<file path="config.mk">
export PLATFORM = sky130hd
export DESIGN_NAME = paddle_encoder_decoder
export DESIGN_NICKNAME = d
export VERILOG_FILES = /design/src/rtl/pong_pkg.sv /design/src/rtl/input_debounce.sv /design/src/rtl/paddle_encoder_decoder.sv
export SDC_FILE = /design/constraint.sdc
export NUM_CORES = 1
export LEC_CHECK = 0
export ABC_CLOCK_PERIOD_IN_PS = 4250
export CORE_AREA = 3 3 122 124
export CTS_CLUSTER_SIZE = 14
export DETAILED_ROUTE_END_ITERATION = 12
export DIE_AREA = 0 0 125 127
export GPL_TIMING_DRIVEN = 0
export PLACE_DENSITY = 0.49
export SYNTH_ARGS = -nofsm -noshare
export SYNTH_HDL_FRONTEND = slang
export SYNTH_SLANG_ARGS = --single-unit
export TNS_END_PERCENT = 100
</file>
<file path="constraint.sdc">
create_clock -name CLOCK_50 -period 4.25 [get_ports CLOCK_50]
set_input_delay 1.0625 -clock CLOCK_50 [delete_from_list [all_inputs] [get_ports CLOCK_50]]
set_output_delay 1.0625 -clock CLOCK_50 [all_outputs]
set_load 0.01 [all_outputs]
</file>
<file path="src/rtl/pong_pkg.sv">
// Shared definitions for the paddle input path: quadrature states and
// default playfield limits / debounce length.
package pong_pkg;

  localparam int DEF_DEBOUNCE_CYCLES = 50000;
  localparam int DEF_POS_MIN         = 0;
  localparam int DEF_POS_MAX         = 400;
  localparam int DEF_POS_RESET       = 200;

  // Each state encodes the last accepted {A,B}.
  typedef enum logic [1:0] {
    Q00 = 2'b00,
    Q01 = 2'b01,
    Q11 = 2'b11,
    Q10 = 2'b10
  } quad_e;

  function automatic quad_e cw_next(input quad_e s);
    case (s)
      Q00:     return Q01;
      Q01:     return Q11;
      Q11:     return Q10;
      default: return Q00;
    endcase
  endfunction

  function automatic quad_e ccw_next(input quad_e s);
    case (s)
      Q00:     return Q10;
      Q10:     return Q11;
      Q11:     return Q01;
      default: return Q00;
    endcase
  endfunction

endpackage

</file>
<file path="src/rtl/input_debounce.sv">
// Two-flop synchroniser followed by a stable-bit debouncer: a change is
// accepted only after the synced value differs for DEBOUNCE_CYCLES cycles.
module input_debounce #(
  parameter int DEBOUNCE_CYCLES = pong_pkg::DEF_DEBOUNCE_CYCLES
) (
  input  logic clk,
  input  logic rst,
  input  logic raw,
  output logic synced,
  output logic stable
);

  localparam int CNT_W = (DEBOUNCE_CYCLES > 2) ? $clog2(DEBOUNCE_CYCLES) : 1;
  localparam logic [CNT_W-1:0] CNT_LAST = CNT_W'(DEBOUNCE_CYCLES - 1);

  logic             meta;
  logic [CNT_W-1:0] cnt;

  // Synchroniser carries no reset so it keeps tracking the pin during reset.
  always_ff @(posedge clk) begin
    meta   <= raw;
    synced <= meta;
  end

  always_ff @(posedge clk) begin
    if (rst) begin
      stable <= synced;
      cnt    <= '0;
    end else if (synced == stable) begin
      cnt <= '0;
    end else if (cnt == CNT_LAST) begin
      stable <= synced;
      cnt    <= '0;
    end else begin
      cnt <= cnt + 1'b1;
    end
  end

endmodule

</file>
<file path="src/rtl/paddle_encoder_decoder.sv">
// One player's paddle: debounced quadrature decode into a clamped position,
// plus debounced push-switch level and press strobe.
module paddle_encoder_decoder
  import pong_pkg::*;
#(
  parameter int DEBOUNCE_CYCLES = DEF_DEBOUNCE_CYCLES,
  parameter int POS_WIDTH       = 10,
  parameter int POS_MIN         = DEF_POS_MIN,
  parameter int POS_MAX         = DEF_POS_MAX,
  parameter int POS_RESET       = DEF_POS_RESET,
  parameter int STEP            = 4
) (
  input  logic                 CLOCK_50,
  input  logic                 i_rst,
  input  logic                 i_a,
  input  logic                 i_b,
  input  logic                 i_sw,
  output logic [POS_WIDTH-1:0] o_pos,
  output logic                 o_step,
  output logic                 o_dir,
  output logic                 o_press,
  output logic                 o_sw_level,
  output logic                 o_err,
  output logic [1:0]           quad_state
);

  localparam logic signed [POS_WIDTH:0]  STEP_S  = (POS_WIDTH+1)'(STEP);
  localparam logic signed [POS_WIDTH:0]  MIN_S   = (POS_WIDTH+1)'(POS_MIN);
  localparam logic signed [POS_WIDTH:0]  MAX_S   = (POS_WIDTH+1)'(POS_MAX);
  localparam logic [POS_WIDTH-1:0]       MIN_V   = POS_WIDTH'(POS_MIN);
  localparam logic [POS_WIDTH-1:0]       MAX_V   = POS_WIDTH'(POS_MAX);
  localparam logic [POS_WIDTH-1:0]       RESET_V = POS_WIDTH'(POS_RESET);

  logic a_sync, b_sync, sw_sync;
  logic a_stable, b_stable, sw_stable;

  input_debounce #(.DEBOUNCE_CYCLES(DEBOUNCE_CYCLES)) u_deb_a (
    .clk(CLOCK_50), .rst(i_rst), .raw(i_a), .synced(a_sync), .stable(a_stable)
  );
  input_debounce #(.DEBOUNCE_CYCLES(DEBOUNCE_CYCLES)) u_deb_b (
    .clk(CLOCK_50), .rst(i_rst), .raw(i_b), .synced(b_sync), .stable(b_stable)
  );
  input_debounce #(.DEBOUNCE_CYCLES(DEBOUNCE_CYCLES)) u_deb_sw (
    .clk(CLOCK_50), .rst(i_rst), .raw(i_sw), .synced(sw_sync), .stable(sw_stable)
  );

  quad_e                  state;
  logic [1:0]             ab;
  logic signed [POS_WIDTH:0] sum_inc, sum_dec;
  logic [POS_WIDTH-1:0]   pos_inc, pos_dec;

  assign ab         = {a_stable, b_stable};
  assign quad_state = state;

  // Extra bit keeps the overshoot past either limit visible before clamping.
  always_comb begin
    sum_inc = $signed({1'b0, o_pos}) + STEP_S;
    sum_dec = $signed({1'b0, o_pos}) - STEP_S;
    pos_inc = (sum_inc > MAX_S) ? MAX_V : sum_inc[POS_WIDTH-1:0];
    pos_dec = (sum_dec < MIN_S) ? MIN_V : sum_dec[POS_WIDTH-1:0];
  end

  always_ff @(posedge CLOCK_50) begin
    if (i_rst) begin
      // Load from the synchroniser, matching what the debouncers load now.
      state      <= quad_e'({a_sync, b_sync});
      o_pos      <= RESET_V;
      o_step     <= 1'b0;
      o_dir      <= 1'b0;
      o_err      <= 1'b0;
      o_press    <= 1'b0;
      o_sw_level <= ~sw_sync;
    end else begin
      o_step     <= 1'b0;
      o_err      <= 1'b0;
      o_sw_level <= ~sw_stable;
      o_press    <= ~sw_stable & ~o_sw_level;
      if (ab != state) begin
        state <= quad_e'(ab);
        if (quad_e'(ab) == cw_next(state)) begin
          o_step <= 1'b1;
          o_dir  <= 1'b1;
          o_pos  <= pos_inc;
        end else if (quad_e'(ab) == ccw_next(state)) begin
          o_step <= 1'b1;
          o_dir  <= 1'b0;
          o_pos  <= pos_dec;
        end else begin
          o_err <= 1'b1;
        end
      end
    end
  end

endmodule

</file>
==> impl_metrics.py, run 1 <==
metrics = {
    "clocking": {
        "ctsLongestPathBuffers": 2,
        "post_cts_buffers": 0,
        "cts-root-buf": "clkbuf_16",
        "cts_tree": "done",
        "cts.repair.resized": 0,
        "numClockSinks": 72,
        "cts_hold_buf": 0,
        "clkTransAtPathRegs_ns": 0.06,
        "clk_latency_ns": 0.32,
        "cts.htree.levels": 3,
        "cts_inserted_buffers": 9,
    },
    "worst_setup_path": {
        "arrival_ns": 1.42,
        "critical-path-max-stage-delay_ns": 0.60,
        "path_delay_family": "buffers and inverters",
        "worst-setup-path-type": "reg2out",
        "crit_fanout": 9,
        "crit_path_end_kind": "output pin",
        "reg2regPathDepth": 6,
        "cp-start-kind": "flop",
        "cp.buffers_inverters": 1,
        "cp.depth": 1,
        "crit_slowest_cell": "clkdlybuf4s50_1",
        "path_cells": "clkdlybuf4s50_1",
        "critPathRequiredTime_ns": 3.19,
    },
    "placed_design": {
        "gp_congestion": 0.825,
        "place_area_um2": 3840,
        "hpwl_um": 5120,
        "port-buffer-count": 18,
    },
    "synth": {
        "synthTopCellsByArea": "dfxtp_1, xnor2_1, nor2_1",
        "synth.top_cells.by_count": "dfxtp_1, nor2_1, xnor2_1",
        "synth_flop_cell": "dfxtp_1",
        "yosysWarnings": 0,
        "ys_seq_elements": 72,
        "async_reset_ff_share_pct": 0,
        "synth_cells": 381,
        "yosysTopAreaCellShare_pct": 39.1,
        "yosys.cell_count.top_type": "dfxtp_1",
        "synth.distinct_cells": 62,
        "syn_area_per_cell_um2": 8.99,
        "yosysSeqAreaShare_pct": 43.5,
        "synth_area_um2": 3430,
        "synth_top_area_cell": "dfxtp_1",
        "synth_edf_count": 5,
    },
    "route": {
        "drc": 0,
        "postRouteAntennaNets": 0,
        "routed_wl_um": 7110,
        "vias_per_cell": 4.49,
        "wl_per_cell_um": 11.9,
        "drtIter0Drc": 178,
        "vias": 2678,
        "drt-pass1-iter-count": 4,
    },
    "timing": {
        "maxSlewViolCount": 0,
        "max_freq_mhz": 403,
        "tightestPinTransition_ns": 0.824,
        "post-route-min-period_ns": 2.48,
        "clock_skew_ns": 0.00850,
        "hold_viol_final": 0,
        "rsz0062_at_grt": "no",
        "finalSetupTns_ns": 0,
        "setup_viol": 0,
        "min_period_over_period_pct": 58.4,
        "timing.max_slew.rel_slack_pct": 44.7,
        "holdWs_ns": 0.329,
    },
    "global_routing": {
        "grtUsageTotal_pct": 9.11,
        "grt_overflow_total": 0,
        "grt_max_degree": 13,
        "grt_pass1_wl_um": 12200,
        "antenna_found_initial": 0,
        "grt_pass1_vias": 2531,
    },
    "power": {
        "p_total_mw": 1.87,
        "p_comb_share_pct": 20.6,
        "power.leakage_nw": 1.38,
        "p_switching_mw": 0.534,
        "swShare_pct": 28.6,
        "p_clk_share_pct": 38.3,
        "p_per_area_nw_per_um2": 452,
        "intPower_mw": 1.33,
        "pwr-share-seq_pct": 41.0,
        "ir_drop_mv": 0.162,
    },
    "finish": {
        "fin_nets": 421,
        "fillCellCount": 1457,
        "syn2layout_area_growth_pct": 20.5,
        "diodes": 0,
        "design_area_um2": 4130,
        "layout-drive-gt1-share_pct": 12.7,
    },
    "hold_path": {
        "hold_depth": 0,
        "hold_class": "reg2reg",
    },
    "floorplan": {
        "io_pins": 22,
        "die_w_um": 125,
        "die_h_um": 127,
        "die-area_um2": 15900,
        "start_util_pct": 24.7,
        "fp.coreArea_um2": 13900,
        "row_count": 43,
    },
    "flow_run": {
        "maxCapViolCount": 0,
    },
    "outcome": {
        "status": "completed",
    },
}
[cell usage in the layout, fill, tap and decap left out, types with 5 or more instances in the layout]
cell type / count
edfxtp_1: 5
a21oi_1: 8
nand2_1: 23
buf_2: 7
nand4_1: 11
xnor2_1: 33
and3_1: 8
xor2_1: 18
nor3_1: 15
ha_1: 5
clkdlybuf4s50_1: 18
dfxtp_1: 67
nor2_2: 10
inv_1: 11
clkbuf_1: 7
nor2_1: 59
nand3_1: 20
o21ai_0: 7
clkbuf_16: 9
[final cells by class]
class	count	area, um2	share of cell area (%)
Clock inverter	4	26.3	0.636
Sequential cell	72	1490	36.1
Multi-Input combinational cell	281	1800	43.5
Timing Repair Buffer	18	180	4.36
Inverter	12	45.0	1.09
Tap cell	180	225	5.45
Clock buffer	12	267	6.45
Buffer	17	96.3	2.33
[stage by stage]
step / instances / worst slack [ns] / utilization (%)
4_1_cts: 596 / 1.75 / 29.7
6_report: 596 / 1.77 / 29.7
3_3_place_gp: 580 / 1.74 / 27.6
2_1_floorplan: 382 / 2.12 / -
5_1_grt: 596 / 1.70 / 29.7
3_5_place_dp: 580 / 1.70 / 27.6
[kinds of logic (layout without fill, tap and decap cells)]
logic type / count (synthesis) / count (layout) / synth area share [%]
and+or+nand+nor: 173 / 173 / 25.7
DFF: 72 / 72 / 43.5
xor gates and xnor gates: 54 / 54 / 14.5
AOI/OAI and AO/OA: 44 / 44 / 9.27
buffers and inverters: 29 / 63 / 4.13
adders and majority gates: 5 / 5 / 1.83
muxes: 3 / 3 / 0.949
other: 1 / 2 / 0.109
[final timing paths]
path	end	from	slack, ns
worst min-delay path	u_deb_a.synced	u_deb_a.meta	0.33
worst max-delay path	o_pos[9]	o_pos[9]	1.77
worst min register to register	u_deb_a.synced	u_deb_a.meta	0.33
worst max register to register	o_pos[8]	o_pos[3]	2.12
[per-layer routing]
metal	vias to the layer above	share of wire, %	GRT usage, %
li1	1377	-	-
met1	1260	51	12.1
met2	37	45	13.9
met3	4	3.4	2.51
met4	0	1.1	3.83
met5	-	0	0
[flip-flops by register name (all words and copies together) (netlist names), 2 cells and up]
signal and cells:
u_deb_a.cnt 16, u_deb_b.cnt 16, u_deb_sw.cnt 16, o_pos 8
quad_state 2
[power by group through the flow]
stage | clock, mW | sequential [mW] | combinational (mW)
floorplan | 0 | 0.781 | 0.250
CTS | 0.743 | 0.766 | 0.386
finish | 0.715 | 0.766 | 0.385
global route | 0.777 | 0.773 | 0.426
detailed placement | 0 | 0.781 | 0.383
global placement | 0 | 0.781 | 0.379
Note: power is estimated with default switching activity, not from simulation.
==> run 2: changes to the inputs <==
--- a/config.mk
+++ b/config.mk
@@ -5,13 +5,13 @@
 export SDC_FILE = /design/constraint.sdc
 export NUM_CORES = 1
 export LEC_CHECK = 0
-export ABC_CLOCK_PERIOD_IN_PS = 4250
+export ABC_CLOCK_PERIOD_IN_PS = 2000
 export CORE_AREA = 3 3 122 124
 export CTS_CLUSTER_SIZE = 14
 export DETAILED_ROUTE_END_ITERATION = 12
 export DIE_AREA = 0 0 125 127
 export GPL_TIMING_DRIVEN = 0
-export PLACE_DENSITY = 0.49
+export PLACE_DENSITY = 0.5
 export SYNTH_ARGS = -nofsm -noshare
 export SYNTH_HDL_FRONTEND = slang
 export SYNTH_SLANG_ARGS = --single-unit
==> constraint.sdc (replaced) <==
create_clock -name CLOCK_50 -period 2 [get_ports CLOCK_50]
set_input_delay 0.5 -clock CLOCK_50 [delete_from_list [all_inputs] [get_ports CLOCK_50]]
set_output_delay 0.5 -clock CLOCK_50 [all_outputs]
set_load 0.01 [all_outputs]
==> impl_metrics.py, run 2 (synthesized netlist as in run 1, its figures left out) <==
metrics = {
    "route": {
        "routed_wl_um": 6910,
        "drtIter0Drc": 219,
        "postRouteAntennaNets": 0,
        "vias_per_cell": 4.46,
        "drc": 0,
        "wl_per_cell_um": 11.5,
        "drt-pass1-iter-count": 4,
        "vias": 2666,
    },
    "finish": {
        "fin_nets": 423,
        "layout-drive-gt1-share_pct": 17.7,
        "layout_commonest_cell": "dfxtp_1",
        "syn2layout_area_growth_pct": 23.8,
        "final_cell_mix": "dfxtp_1, nor2_1, xnor2_1",
        "instances_no_fill": 598,
        "diodes": 0,
        "largest_registers": "u_deb_a.cnt x16, u_deb_b.cnt x16, u_deb_sw.cnt x16",
    },
    "outcome": {
        "status": "completed",
    },
    "floorplan": {
        "row_count": 43,
        "die_w_um": 125,
        "die-area_um2": 15900,
        "fp.coreArea_um2": 13900,
        "io_pins": 22,
        "die_h_um": 127,
        "start_util_pct": 24.7,
    },
    "timing": {
        "hold_viol_final": 0,
        "worst_slack_ns": 0.0787,
        "setup_viol": 0,
        "maxSlewViolCount": 0,
        "timing.max_slew.rel_slack_pct": 58.6,
        "holdWs_ns": 0.333,
        "post-route-min-period_ns": 1.92,
        "finalSetupTns_ns": 0,
        "min_period_over_period_pct": 96.1,
        "max_freq_mhz": 520,
        "clock_skew_ns": 0.00698,
        "tightestPinTransition_ns": 0.622,
    },
    "clocking": {
        "clk_latency_ns": 0.33,
        "ctsLongestPathBuffers": 2,
        "cts_hold_buf": 0,
        "cts.htree.levels": 3,
        "cts-root-buf": "clkbuf_16",
        "cts_tree": "done",
        "cts_inserted_buffers": 9,
        "numClockSinks": 72,
        "clkTransAtPathRegs_ns": 0.06,
    },
    "hold_path": {
        "hold_class": "reg2reg",
    },
    "placed_design": {
        "port-buffer-count": 18,
        "place_inst": 580,
        "dpl_worst_slack_ns": -0.111,
        "gp_congestion": 0.808,
        "hpwl_um": 4900,
    },
    "global_routing": {
        "grt_pass1_vias": 2549,
        "grt_overflow_total": 0,
        "grt_max_degree": 15,
        "antenna_found_initial": 0,
        "grt_pass1_wl_um": 12000,
        "grtUsageTotal_pct": 9.03,
    },
    "power": {
        "p_per_area_nw_per_um2": 967,
        "power.leakage_nw": 1.42,
        "ir_drop_mv": 0.365,
    },
    "worst_setup_path": {
        "rrSetupSlack_ns": 0.08,
        "arrival_ns": 2.13,
        "cp-start-kind": "flop",
        "crit_fanout": 8,
        "crit_path_end_kind": "flop",
        "critPathRequiredTime_ns": 2.21,
        "worst-setup-path-type": "reg2reg",
    },
    "flow_run": {
        "maxCapViolCount": 0,
    },
}
-- run 2: changes by cell type in the layout (fill, tap and decap cells not counted), moves of 3 or more --
cell	change
buf_4	+3
clkbuf_1	-3
clkbuf_2	+3
dfxtp_1	-3
ha_1	-3
inv_6	+3
-- run 2: routing by layer --
layer  vias to the layer above  routed length (um)  track usage [%]
li1                       1383                   -                -
met4                         0                  91             3.51
met2                        52                3060             13.4
met5                         -                   0                0
met3                         7                 339             2.68
met1                      1224                3410             12.4
-- run 2: final timing paths --
check / endpoint / from / cells past startpoint
max: o_pos[7] / o_pos[3] / 7
min: u_deb_sw.synced / u_deb_sw.meta / 0
max reg2reg: o_pos[7] / o_pos[3] / 7
min reg2reg: u_deb_sw.synced / u_deb_sw.meta / 0
-- run 2: repair_timing --
action                                  in CTS  in global routing
endpoints found under the setup margin      15                 19
pin swaps                                    0                  6
gates resized for setup                      8                 23
endpoints found under the hold margin        0                  0
buffers inserted                             1                  2
-- run 2: power breakdown --
part	internal [mW]	switching, mW
Combinational	0.432	0.490
Clock	0.889	0.640
Sequential	1.54	0.107
-- run 2: cell type report --
class / instances / area (um2)
Buffer: 16 / 101
Clock buffer: 10 / 239
Fill cell: 1448 / 9640
Inverter: 12 / 47.5
Multi-Input combinational cell: 281 / 1880
Timing Repair Buffer: 21 / 203
Tap cell: 180 / 225
Clock inverter: 6 / 48.8
Sequential cell: 72 / 1500
-- run 2: critical path, cell delays in order (launching register included) --
cell	delay [ns]
dfxtp_4	0.38
inv_2	0.08
ha_4	0.15
or4b_4	0.49
a2bb2oi_4	0.22
a32o_2	0.28
o22ai_2	0.11
a31oi_1	0.09
-- run 2: metrics by stage --
step           total power, mW  util, %  instance area, um2
2_1_floorplan             2.19        -                3430
3_3_place_gp              2.46     27.6                3840
3_5_place_dp              2.47     27.6                3840
4_1_cts                   4.06     30.0                4170
5_1_grt                   4.33     30.6                4240
6_report                  4.10     30.6                4240
